==> src/rtl/ctrl_pipe.sv <==
// ctrl_pipe: ID decode, load-use stall, branch flush and ID/EX -> MEM/WB control pipeline.
// Ports: clk_i/rst_i (async active-high); id_* = ID-stage instruction fields;
// stall_o/flush_o/id_branch_o = combinational hazard outputs; ex_*/mem_*/wb_* = staged
// control bits and rd; bubble_cnt_o/flush_cnt_o = saturating event counters.
module ctrl_pipe #(
    parameter int REG_AW = 5,
    parameter int CNT_W  = 16
) (
    input  logic              clk_i,
    input  logic              rst_i,
    input  logic              id_valid_i,
    input  logic [6:0]        id_op_i,
    input  logic [REG_AW-1:0] id_rs1_i,
    input  logic [REG_AW-1:0] id_rs2_i,
    input  logic [REG_AW-1:0] id_rd_i,
    input  logic              id_rs_equal_i,
    output logic              stall_o,
    output logic              flush_o,
    output logic              id_branch_o,
    output logic [1:0]        ex_alu_op_o,
    output logic              ex_alu_src_o,
    output logic              ex_mem_read_o,
    output logic [REG_AW-1:0] ex_rd_o,
    output logic              mem_mem_read_o,
    output logic              mem_mem_write_o,
    output logic              mem_reg_write_o,
    output logic [REG_AW-1:0] mem_rd_o,
    output logic              wb_reg_write_o,
    output logic              wb_mem2reg_o,
    output logic [REG_AW-1:0] wb_rd_o,
    output logic [CNT_W-1:0]  bubble_cnt_o,
    output logic [CNT_W-1:0]  flush_cnt_o
);
    localparam logic [6:0] OP_R   = 7'b0110011;
    localparam logic [6:0] OP_I   = 7'b0010011;
    localparam logic [6:0] OP_LW  = 7'b0000011;
    localparam logic [6:0] OP_SW  = 7'b0100011;
    localparam logic [6:0] OP_BEQ = 7'b1100011;

    logic is_r, is_i, is_lw, is_sw, is_beq, rs1_used, rs2_used;
    // {reg_write, mem2reg, mem_read, mem_write, alu_op[1:0], alu_src, branch}
    logic [7:0] ctl;
    // EX keeps {reg_write, mem2reg, mem_read, mem_write, alu_op, alu_src}
    logic [6:0] ex_ctl_q, ex_ctl_d;
    logic [REG_AW-1:0] ex_rd_q, ex_rd_d, mem_rd_q, wb_rd_q;
    // MEM keeps {reg_write, mem2reg, mem_read, mem_write}; WB keeps {reg_write, mem2reg}
    logic [3:0] mem_ctl_q;
    logic [1:0] wb_ctl_q;
    logic [CNT_W-1:0] bub_q, bub_d, fl_q, fl_d;

    always_comb begin
        is_r     = id_valid_i && id_op_i == OP_R;
        is_i     = id_valid_i && id_op_i == OP_I;
        is_lw    = id_valid_i && id_op_i == OP_LW;
        is_sw    = id_valid_i && id_op_i == OP_SW;
        is_beq   = id_valid_i && id_op_i == OP_BEQ;
        ctl      = is_r ? 8'b1000_1000 : is_i ? 8'b1000_1110 : is_lw ? 8'b1110_0010 :
                   is_sw ? 8'b0001_0010 : is_beq ? 8'b0000_0111 : 8'b0;
        rs1_used = is_r || is_i || is_lw || is_sw || is_beq;
        rs2_used = is_r || is_sw || is_beq;
        stall_o  = ex_ctl_q[4] && ex_rd_q != '0 &&
                   ((rs1_used && id_rs1_i == ex_rd_q) || (rs2_used && id_rs2_i == ex_rd_q));
        flush_o  = ctl[0] && id_rs_equal_i && !stall_o;
        ex_ctl_d = stall_o ? '0 : ctl[7:1];
        ex_rd_d  = stall_o ? '0 : id_rd_i;
        bub_d    = (stall_o && !(&bub_q)) ? bub_q + CNT_W'(1) : bub_q;
        fl_d     = (flush_o && !(&fl_q)) ? fl_q + CNT_W'(1) : fl_q;
    end

    always_ff @(posedge clk_i or posedge rst_i) begin
        if (rst_i) begin
            ex_ctl_q  <= '0;
            ex_rd_q   <= '0;
            mem_ctl_q <= '0;
            mem_rd_q  <= '0;
            wb_ctl_q  <= '0;
            wb_rd_q   <= '0;
            bub_q     <= '0;
            fl_q      <= '0;
        end else begin
            ex_ctl_q  <= ex_ctl_d;
            ex_rd_q   <= ex_rd_d;
            mem_ctl_q <= ex_ctl_q[6:3];
            mem_rd_q  <= ex_rd_q;
            wb_ctl_q  <= mem_ctl_q[3:2];
            wb_rd_q   <= mem_rd_q;
            bub_q     <= bub_d;
            fl_q      <= fl_d;
        end
    end

    assign id_branch_o     = ctl[0];
    assign ex_alu_op_o     = ex_ctl_q[2:1];
    assign ex_alu_src_o    = ex_ctl_q[0];
    assign ex_mem_read_o   = ex_ctl_q[4];
    assign ex_rd_o         = ex_rd_q;
    assign mem_reg_write_o = mem_ctl_q[3];
    assign mem_mem_read_o  = mem_ctl_q[1];
    assign mem_mem_write_o = mem_ctl_q[0];
    assign mem_rd_o        = mem_rd_q;
    assign wb_reg_write_o  = wb_ctl_q[1];
    assign wb_mem2reg_o    = wb_ctl_q[0];
    assign wb_rd_o         = wb_rd_q;
    assign bubble_cnt_o    = bub_q;
    assign flush_cnt_o     = fl_q;
endmodule

==> config.mk <==
export PLATFORM = sky130hd
export DESIGN_NAME = ctrl_pipe
export DESIGN_NICKNAME = d
export VERILOG_FILES = /design/src/rtl/ctrl_pipe.sv
export SDC_FILE = /design/constraint.sdc
export NUM_CORES = 1
export LEC_CHECK = 0
export BUFFER_PORTS_ARGS = -buffer_cell sky130_fd_sc_hd__buf_4
export CAP_MARGIN = 0
export CORE_MARGIN = 5
export CORE_UTILIZATION = 45
export CTS_CLUSTER_SIZE = 40
export DETAILED_ROUTE_END_ITERATION = 6
export GPL_TIMING_DRIVEN = 0
export PLACE_DENSITY = 0.72
export SLEW_MARGIN = 20
export SYNTH_ARGS = -nofsm -noshare
export SYNTH_HDL_FRONTEND = slang
export SYNTH_SLANG_ARGS = --single-unit
==> constraint.sdc <==
create_clock -name clk_i -period 2.8 [get_ports clk_i]
set_clock_uncertainty 0.2 [all_clocks]
set_input_delay 0.56 -clock clk_i [delete_from_list [all_inputs] [get_ports clk_i]]
set_output_delay 0.56 -clock clk_i [all_outputs]
set_load 0.005 [all_outputs]
==> Implementation_results.wiki, run 1 <==
{| class="wikitable"
! Metric !! Value
|-
| Status || finished, final reports clean
|-
| Syn nets || 257
|-
| Number of optimization iterations in the first detailed-route pass || 4
|-
| Switch Pwr || 0.374 mW
|-
| Cell taking the most area after synthesis || sky130_fd_sc_hd__dfrtp_1
|-
| Final-report max-slew violation count || 0
|-
| Total routing usage reported by global routing || 17.1%
|-
| Half-perimeter wire length after detailed placement || 4370 um
|-
| Cell at the root of the clock tree || sky130_fd_sc_hd__clkbuf_8
|-
| Antenna-violating nets left || 0
|-
| Warning count from the yosys run || 0
|-
| # setup viols final || 0
|-
| Final standard cell area without fillers || 3520 sq um
|-
| Max VDD drop || 0.000248 V
|-
| Sum of routed wire length over all layers || 5850 um
|-
| Multiplexer share of the synthesized area || 1.72%
|-
| Cell count after placement || 385
|-
| Most instantiated library cell after synthesis || sky130_fd_sc_hd__dfrtp_1
|-
| Clock sink count || 58
|-
| Crit path capture type || primary output
|-
| Synth Area in Simple Gates || 23.3%
|-
| Final period utilization || 96.1%
|-
| Final critical path time including I/O delays and setup || 2.69 ns
|-
| Leak || 1.79 nW
|-
| Post-layout net count || 354
|-
| Number of port buffers || 84
|-
| Fraction of layout cells with a size suffix above 1 || 36.3%
|-
| Post-layout power || 1.80 mW
|-
| TritonCTS clock tree || yes
|-
| Largest cells by area after synthesis || sky130_fd_sc_hd__dfrtp_1, sky130_fd_sc_hd__xnor2_1, sky130_fd_sc_hd__xor2_1
|-
| Number of synthesized register bits || 58
|-
| Post-synth top cells || sky130_fd_sc_hd__dfrtp_1, sky130_fd_sc_hd__nand2_1, sky130_fd_sc_hd__xnor2_1, sky130_fd_sc_hd__nor2_1, sky130_fd_sc_hd__xor2_1
|-
| Dominant combinational cell family by area after synthesis || simple AND/OR/NAND/NOR gates
|-
| Layout overhead on the synthesized area || 37.9%
|-
| Fill cell total of the finished layout || 450
|-
| Portion of total power attributed to the clock network || 46.7%
|-
| Comb pwr share || 5.3%
|-
| Area of the die || 7280 sq um
|-
| Wire length of the first global-routing pass || 9940 um
|-
| Inserted Clock Buffers || 9
|-
| Commonest register cell after synthesis || sky130_fd_sc_hd__dfrtp_1
|-
| Crit path max fanout || 8
|-
| Synthesized area per cell || 11.1 sq um
|-
| CTS H-tree lvls || 3
|-
| Number of cell rows || 27
|-
| Cell area after placement || 3270 sq um
|-
| Clk buf depth || 2
|-
| DRC violations left || 0
|-
| Count of flip-flops with a built-in enable after synthesis || 0
|-
| Clock insertion delay at the later pin of the skew report || 0.33 ns
|-
| Xor and xnor area share after synthesis || 13.0%
|-
| Placer congestion estimate || 0.785
|-
| Adder and majority gate portion of the synthesized area || 0.981%
|-
| Count of unique library cells instantiated by Yosys || 35
|-
| Summed instance area of the synthesized netlist || 2550 sq um
|-
| Type of the tightest min-delay check || primary input to asynchronous set/reset pin
|-
| Final hold violation count || 0
|-
| Residual overflow from global routing || 0
|-
| Pwr Density || 511 nW/um^2
|-
| Relative contribution of sequential cells to total power || 48.0%
|-
| Number of vias in the routed layout || 2,017
|-
| Routed length per placed instance || 14.5 um
|-
| Count of max-cap constraint violations || 0
|-
| Via/cell ratio || 5.00
|-
| Top Ports || 85
|-
| Worst Max-Slew Pin Slew || 0.671 ns
|-
| Vias in the first global route || 2,068
|-
| Core utilization of the finished layout || 63.9%
|-
| Async set-or-reset flop fraction in the synthesized netlist || 100%
|-
| Number of diodes added for antenna fixing || 0
|-
| Initial antenna violation count || 0
|-
| Arrival @ worst endpoint || 1.93 ns
|-
| Share of the synthesized area in the top cell type || 56.9%
|-
| Start-to-end type of the worst setup path || register to primary output
|-
| Vert. Die Dim || 85.3 um
|-
| Core region area || 5510 sq um
|-
| Clock transition at the register clock pins on the worst setup and hold paths after CTS || 0.07 ns
|-
| Compound-cell area share of the yosys netlist || 1.23%
|-
| Maximum number of pins on one net before global-route repair || 59
|-
| Overall die width || 85.3 um
|-
| Req. time, crit path || 2.04 ns
|-
| Instance count of the mapped netlist || 229
|-
| Internal || 1.42 mW
|-
| Hold_buf cts || 0
|-
| Startpoint types || register
|-
| Initial drt markers || 94
|-
| Maximum achievable frequency || 372 MHz
|-
| Remaining max-slew budget at the tightest pin || 55.2%
|-
| Share of the yosys chip area belonging to registers || 56.9%
|-
| Initial Util || 46.3%
|-
| Unrepaired setup endpoints after global routing || no
|-
| Fraction of power spent switching nets || 20.8%
|-
| Finished Layout Cells || 403
|}
==> kinds of logic after synthesis <==
logic type                 count (synthesis)
and+or+nand+nor                          108
buffers and inverters                     16
xor gates and xnor gates                  37
muxes                                      4
AOI/OAI and AO/OA                          4
adders and majority gates                  2
DFF                                       58
==> state kept, by name (all words and copies together) (netlist names) <==
signal,cells
wb_rd_o,5
wb_ctl_q,2
ex_ctl_q,6
bubble_cnt_o,16
ex_rd_o,5
flush_cnt_o,16
mem_ctl_q,3
mem_rd_o,5
==> path summary, 6_finish.rpt <==
| path | start | end | slack, ns | cells past startpoint |
|---|---|---|---|---|
| setup / recovery | ex_rd_o[1]$_DFF_PP0_ | flush_o | 0.11 | 6 |
| hold / removal | rst_i | ex_ctl_q[1]$_DFF_PP0_ | 0.15 | 2 |
| setup reg to reg | ex_rd_o[1]$_DFF_PP0_ | flush_cnt_o[14]$_DFFE_PP0P_ | 0.39 | 8 |
| hold reg to reg | ex_ctl_q[3]$_DFF_PP0_ | mem_ctl_q[0]$_DFF_PP0_ | 0.15 | 0 |
| max in group asynchronous | rst_i | ex_rd_o[1]$_DFF_PP0_ | 1.77 | 2 |
| min in group clk_i | ex_ctl_q[3]$_DFF_PP0_ | mem_ctl_q[0]$_DFF_PP0_ | 0.15 | 0 |
==> cell usage in the layout (no fill, tap or decap), types with 3 or more instances in the layout <==
master and count:
sky130_fd_sc_hd__dfrtp_1 57, sky130_fd_sc_hd__mux2_2 3, sky130_fd_sc_hd__nand3_1 10, sky130_fd_sc_hd__xor2_1 16
sky130_fd_sc_hd__nand2_1 20, sky130_fd_sc_hd__inv_1 6, sky130_fd_sc_hd__nor4_1 12, sky130_fd_sc_hd__nor3_1 7
sky130_fd_sc_hd__clkinv_2 4, sky130_fd_sc_hd__clkbuf_8 10, sky130_fd_sc_hd__nand4_1 12, sky130_fd_sc_hd__xnor2_1 20
sky130_fd_sc_hd__nand2b_1 3, sky130_fd_sc_hd__nor2_1 16, sky130_fd_sc_hd__buf_4 89, sky130_fd_sc_hd__and3_1 7
sky130_fd_sc_hd__and2_1 7
==> worst max-delay path: stages (launching register included) <==
cell and delay, ns:
sky130_fd_sc_hd__dfrtp_2 0.44, sky130_fd_sc_hd__or4_4 0.54, sky130_fd_sc_hd__o221ai_2 0.16, sky130_fd_sc_hd__nor2_1 0.09, sky130_fd_sc_hd__nand2_4 0.12, sky130_fd_sc_hd__and2_1 0.14
sky130_fd_sc_hd__buf_4 0.10
==> per-layer routing <==
layer | part of all wire (%) | GRT usage, % | up-vias
li1 | - | - | 978
met1 | 45 | 22.6 | 981
met2 | 50 | 27.5 | 53
met3 | 4.8 | 3.69 | 5
met4 | 0.67 | 6.47 | 0
met5 | 0 | 0 | -
==> power groups by stage <==
stage	logic (mW)	registers [mW]	clock network, mW
floorplan	0.0381	0.878	0
global placement	0.0962	0.878	0
detailed placement	0.0981	0.879	0
CTS	0.0982	0.864	0.855
global route	0.108	0.865	0.886
finish	0.0959	0.864	0.839
==> metrics by stage <==
stage               hold WS, ns  setup slack (ns)  setup TNS (ns)
detailed placement        0.139           -0.0496         -0.0496
CTS                       0.157           0.00577               0
floorplan                 0.131             0.376               0
global route              0.160            0.0210               0
finish                    0.151             0.109               0
global placement          0.134           -0.0736           -4.18
==> what timing repair did <==
item | in CTS | in global routing
endpoints found under the setup margin | 1 | 2
resized for setup | 1 | 2
pin swaps | 0 | 0
endpoints found under the hold margin | 0 | 0
buffers inserted | 0 | 3
==> cell type report <==
cell class | count | area (sq um) | area share [%]
Buffer | 7 | 37.5 | 1.07
Clock buffer | 10 | 138 | 3.91
Clock inverter | 6 | 80.1 | 2.28
Inverter | 8 | 35.0 | 0.996
Multi-Input combinational cell | 155 | 1030 | 29.3
Sequential cell | 58 | 1450 | 41.3
Tap cell | 72 | 90.1 | 2.56
Timing Repair Buffer | 87 | 653 | 18.6
Note: power is estimated with default switching activity, not from simulation.
==> run 2: changes to the inputs <==
--- a/config.mk
+++ b/config.mk
@@ -15,2 +15,3 @@
 export PLACE_DENSITY = 0.72
+export RECOVER_POWER = 100
 export SLEW_MARGIN = 20
--- a/constraint.sdc
+++ b/constraint.sdc
@@ -4,2 +4,2 @@
 set_output_delay 0.56 -clock clk_i [all_outputs]
-set_load 0.005 [all_outputs]
+set_load 0.05 [all_outputs]
==> Implementation_results.wiki, run 2 (same netlist as run 1, synthesis figures left out) <==
{| class="wikitable"
! Metric !! Value
|-
| Library cell contributing the largest single delay on the critical path || sky130_fd_sc_hd__or4_4
|-
| TritonCTS clock tree || yes
|-
| Placer congestion estimate || 0.802
|-
| Half-perimeter wire length after detailed placement || 4490 um
|-
| Setup slack of the most critical reg-to-reg path || 0.40 ns
|-
| Top Ports || 85
|-
| Core utilization of the finished layout || 61.1%
|-
| Worst Max-Slew Pin Slew || 1.16 ns
|-
| Clock insertion delay at the later pin of the skew report || 0.33 ns
|-
| Routed length per placed instance || 15.5 um
|-
| Req. time, crit path || 2.04 ns
|-
| Vias in the first global route || 2,147
|-
| Leak || 1.59 nW
|-
| Count of max-cap constraint violations || 0
|-
| Final period utilization || 97.2%
|-
| Total routing usage reported by global routing || 18.4%
|-
| Critical Path, Cell by Cell || or4_4, o221ai_2, nor2_2, nand2_4, buf_8, and2_4, buf_8
|-
| Post-layout net count || 358
|-
| Inserted Clock Buffers || 9
|-
| Final setup TNS || 0 ns
|-
| Most frequent cells in the layout || sky130_fd_sc_hd__clkbuf_1, sky130_fd_sc_hd__dfrtp_1, sky130_fd_sc_hd__buf_4
|-
| Number of diodes added for antenna fixing || 0
|-
| Pwr Density || 550 nW/um^2
|-
| Area of the die || 7280 sq um
|-
| Initial antenna violation count || 0
|-
| Final critical path time including I/O delays and setup || 2.72 ns
|-
| Number of optimization iterations in the first detailed-route pass || 5
|-
| Number of cell rows || 27
|-
| Cell at the root of the clock tree || sky130_fd_sc_hd__clkbuf_8
|-
| Antenna-violating nets left || 0
|-
| DRC violations left || 0
|-
| Most frequent cell on the critical path || sky130_fd_sc_hd__buf_8
|-
| Maximum number of pins on one net before global-route repair || 59
|-
| Start-to-end type of the worst setup path || register to primary output
|-
| Smallest hold slack || 0.149 ns
|-
| # setup viols final || 0
|-
| Layout overhead on the synthesized area || 32.0%
|-
| Most common cell after layout, fill and taps aside || sky130_fd_sc_hd__clkbuf_1
|-
| Core region area || 5510 sq um
|-
| Final-report max-slew violation count || 0
|-
| Clock transition at the register clock pins on the worst setup and hold paths after CTS || 0.07 ns
|-
| Initial Util || 46.3%
|-
| Remaining max-slew budget at the tightest pin || 22.3%
|-
| Arrival @ worst endpoint || 1.96 ns
|-
| Final hold violation count || 0
|-
| Crit path capture type || primary output
|-
| Worst path max stage delay || 0.53 ns
|-
| Clk buf depth || 2
|-
| Initial drt markers || 103
|-
| Type of the tightest min-delay check || register to register
|-
| Status || finished, final reports clean
|-
| Residual overflow from global routing || 0
|-
| Sum of routed wire length over all layers || 6290 um
|-
| Number of vias in the routed layout || 2,068
|-
| Via/cell ratio || 5.08
|-
| CTS H-tree lvls || 3
|-
| Clock sink count || 58
|-
| Number of port buffers || 84
|-
| Overall die width || 85.3 um
|-
| Startpoint types || register
|-
| Fraction of layout cells with a size suffix above 1 || 20.6%
|-
| Max VDD drop || 0.000352 V
|-
| Wire length of the first global-routing pass || 10,500 um
|-
| Maximum achievable frequency || 367 MHz
|-
| Crit path max fanout || 4
|-
| Vert. Die Dim || 85.3 um
|}
[run 2: changes by cell type in the layout (fill, tap and decap cells not counted), moves of 2 or more]
| cell | previous run | this run |
|---|---|---|
| sky130_fd_sc_hd__clkbuf_1 | 2 | 61 |
| sky130_fd_sc_hd__buf_8 | 0 | 2 |
| sky130_fd_sc_hd__buf_4 | 89 | 31 |
| sky130_fd_sc_hd__clkinv_2 | 4 | 2 |
[run 2: cell type report]
class	instances	area (sq um)
clock buffer	11	141
inverter	8	32.5
buffer	8	52.6
clock inverter	5	77.6
fill	495	2140
multi-input combinational	155	1050
timing repair buffer	90	469
sequential	58	1450
tap	72	90.1
[run 2: stage by stage]
| stage | power [mW] | instances | worst slack (ns) | area (sq um) |
|---|---|---|---|---|
| after floorplan | 0.962 | 229 | 0.0228 | 2550 |
| after global placement | 1.02 | 385 | -0.174 | 3270 |
| after detailed placement | 1.03 | 385 | -0.167 | 3280 |
| after CTS | 1.88 | 405 | 0.00497 | 3550 |
| after global routing | 1.93 | 407 | -0.000238 | 3370 |
| final | 1.85 | 407 | 0.0774 | 3370 |
[run 2: critical path: cells and delay by family (launching register included)]
family,cells,cell delay (ns)
buffers and inverters,2,0.24
and+or+nand+nor,4,0.83
DFF,1,0.40
AOI/OAI and AO/OA,1,0.16
[run 2: what timing repair did]
item / in CTS / in global routing
hold endpoints to repair: 0 / 0
pin swaps: 0 / 2
gates resized for setup: 10 / 4
hold buffers: 0 / 0
buffers inserted: 4 / 2
setup endpoints to repair: 1 / 2
[run 2: layer usage]
| layer | vias up | wire length (um) | track usage, % | share of wire, % |
|---|---|---|---|---|
| li1 | 993 | - | - | - |
| met1 | 1004 | 2770 | 23.3 | 44 |
| met2 | 60 | 3050 | 29.7 | 48 |
| met3 | 11 | 339 | 5.53 | 5.4 |
| met4 | 0 | 126 | 6.47 | 2.0 |
| met5 | - | 0 | 0 | 0 |
[run 2: worst paths after layout]
check	start	to	depth (start not counted)
max in group asynchronous	rst_i	ex_rd_o[2]$_DFF_PP0_	2
worst max-delay path	ex_rd_o[1]$_DFF_PP0_	flush_o	7
worst min register to register	ex_ctl_q[6]$_DFF_PP0_	mem_ctl_q[3]$_DFF_PP0_	0
worst max register to register	ex_rd_o[1]$_DFF_PP0_	flush_cnt_o[3]$_DFFE_PP0P_	8
worst min-delay path	ex_ctl_q[6]$_DFF_PP0_	mem_ctl_q[3]$_DFF_PP0_	0
min in group asynchronous	rst_i	bubble_cnt_o[9]$_DFFE_PP0P_	2
[run 2: where the power goes]
part	switching, mW	internal [mW]	total (mW)
combinational	0.0934	0.0463	0.140
sequential	0.00921	0.851	0.861
clock	0.330	0.522	0.852
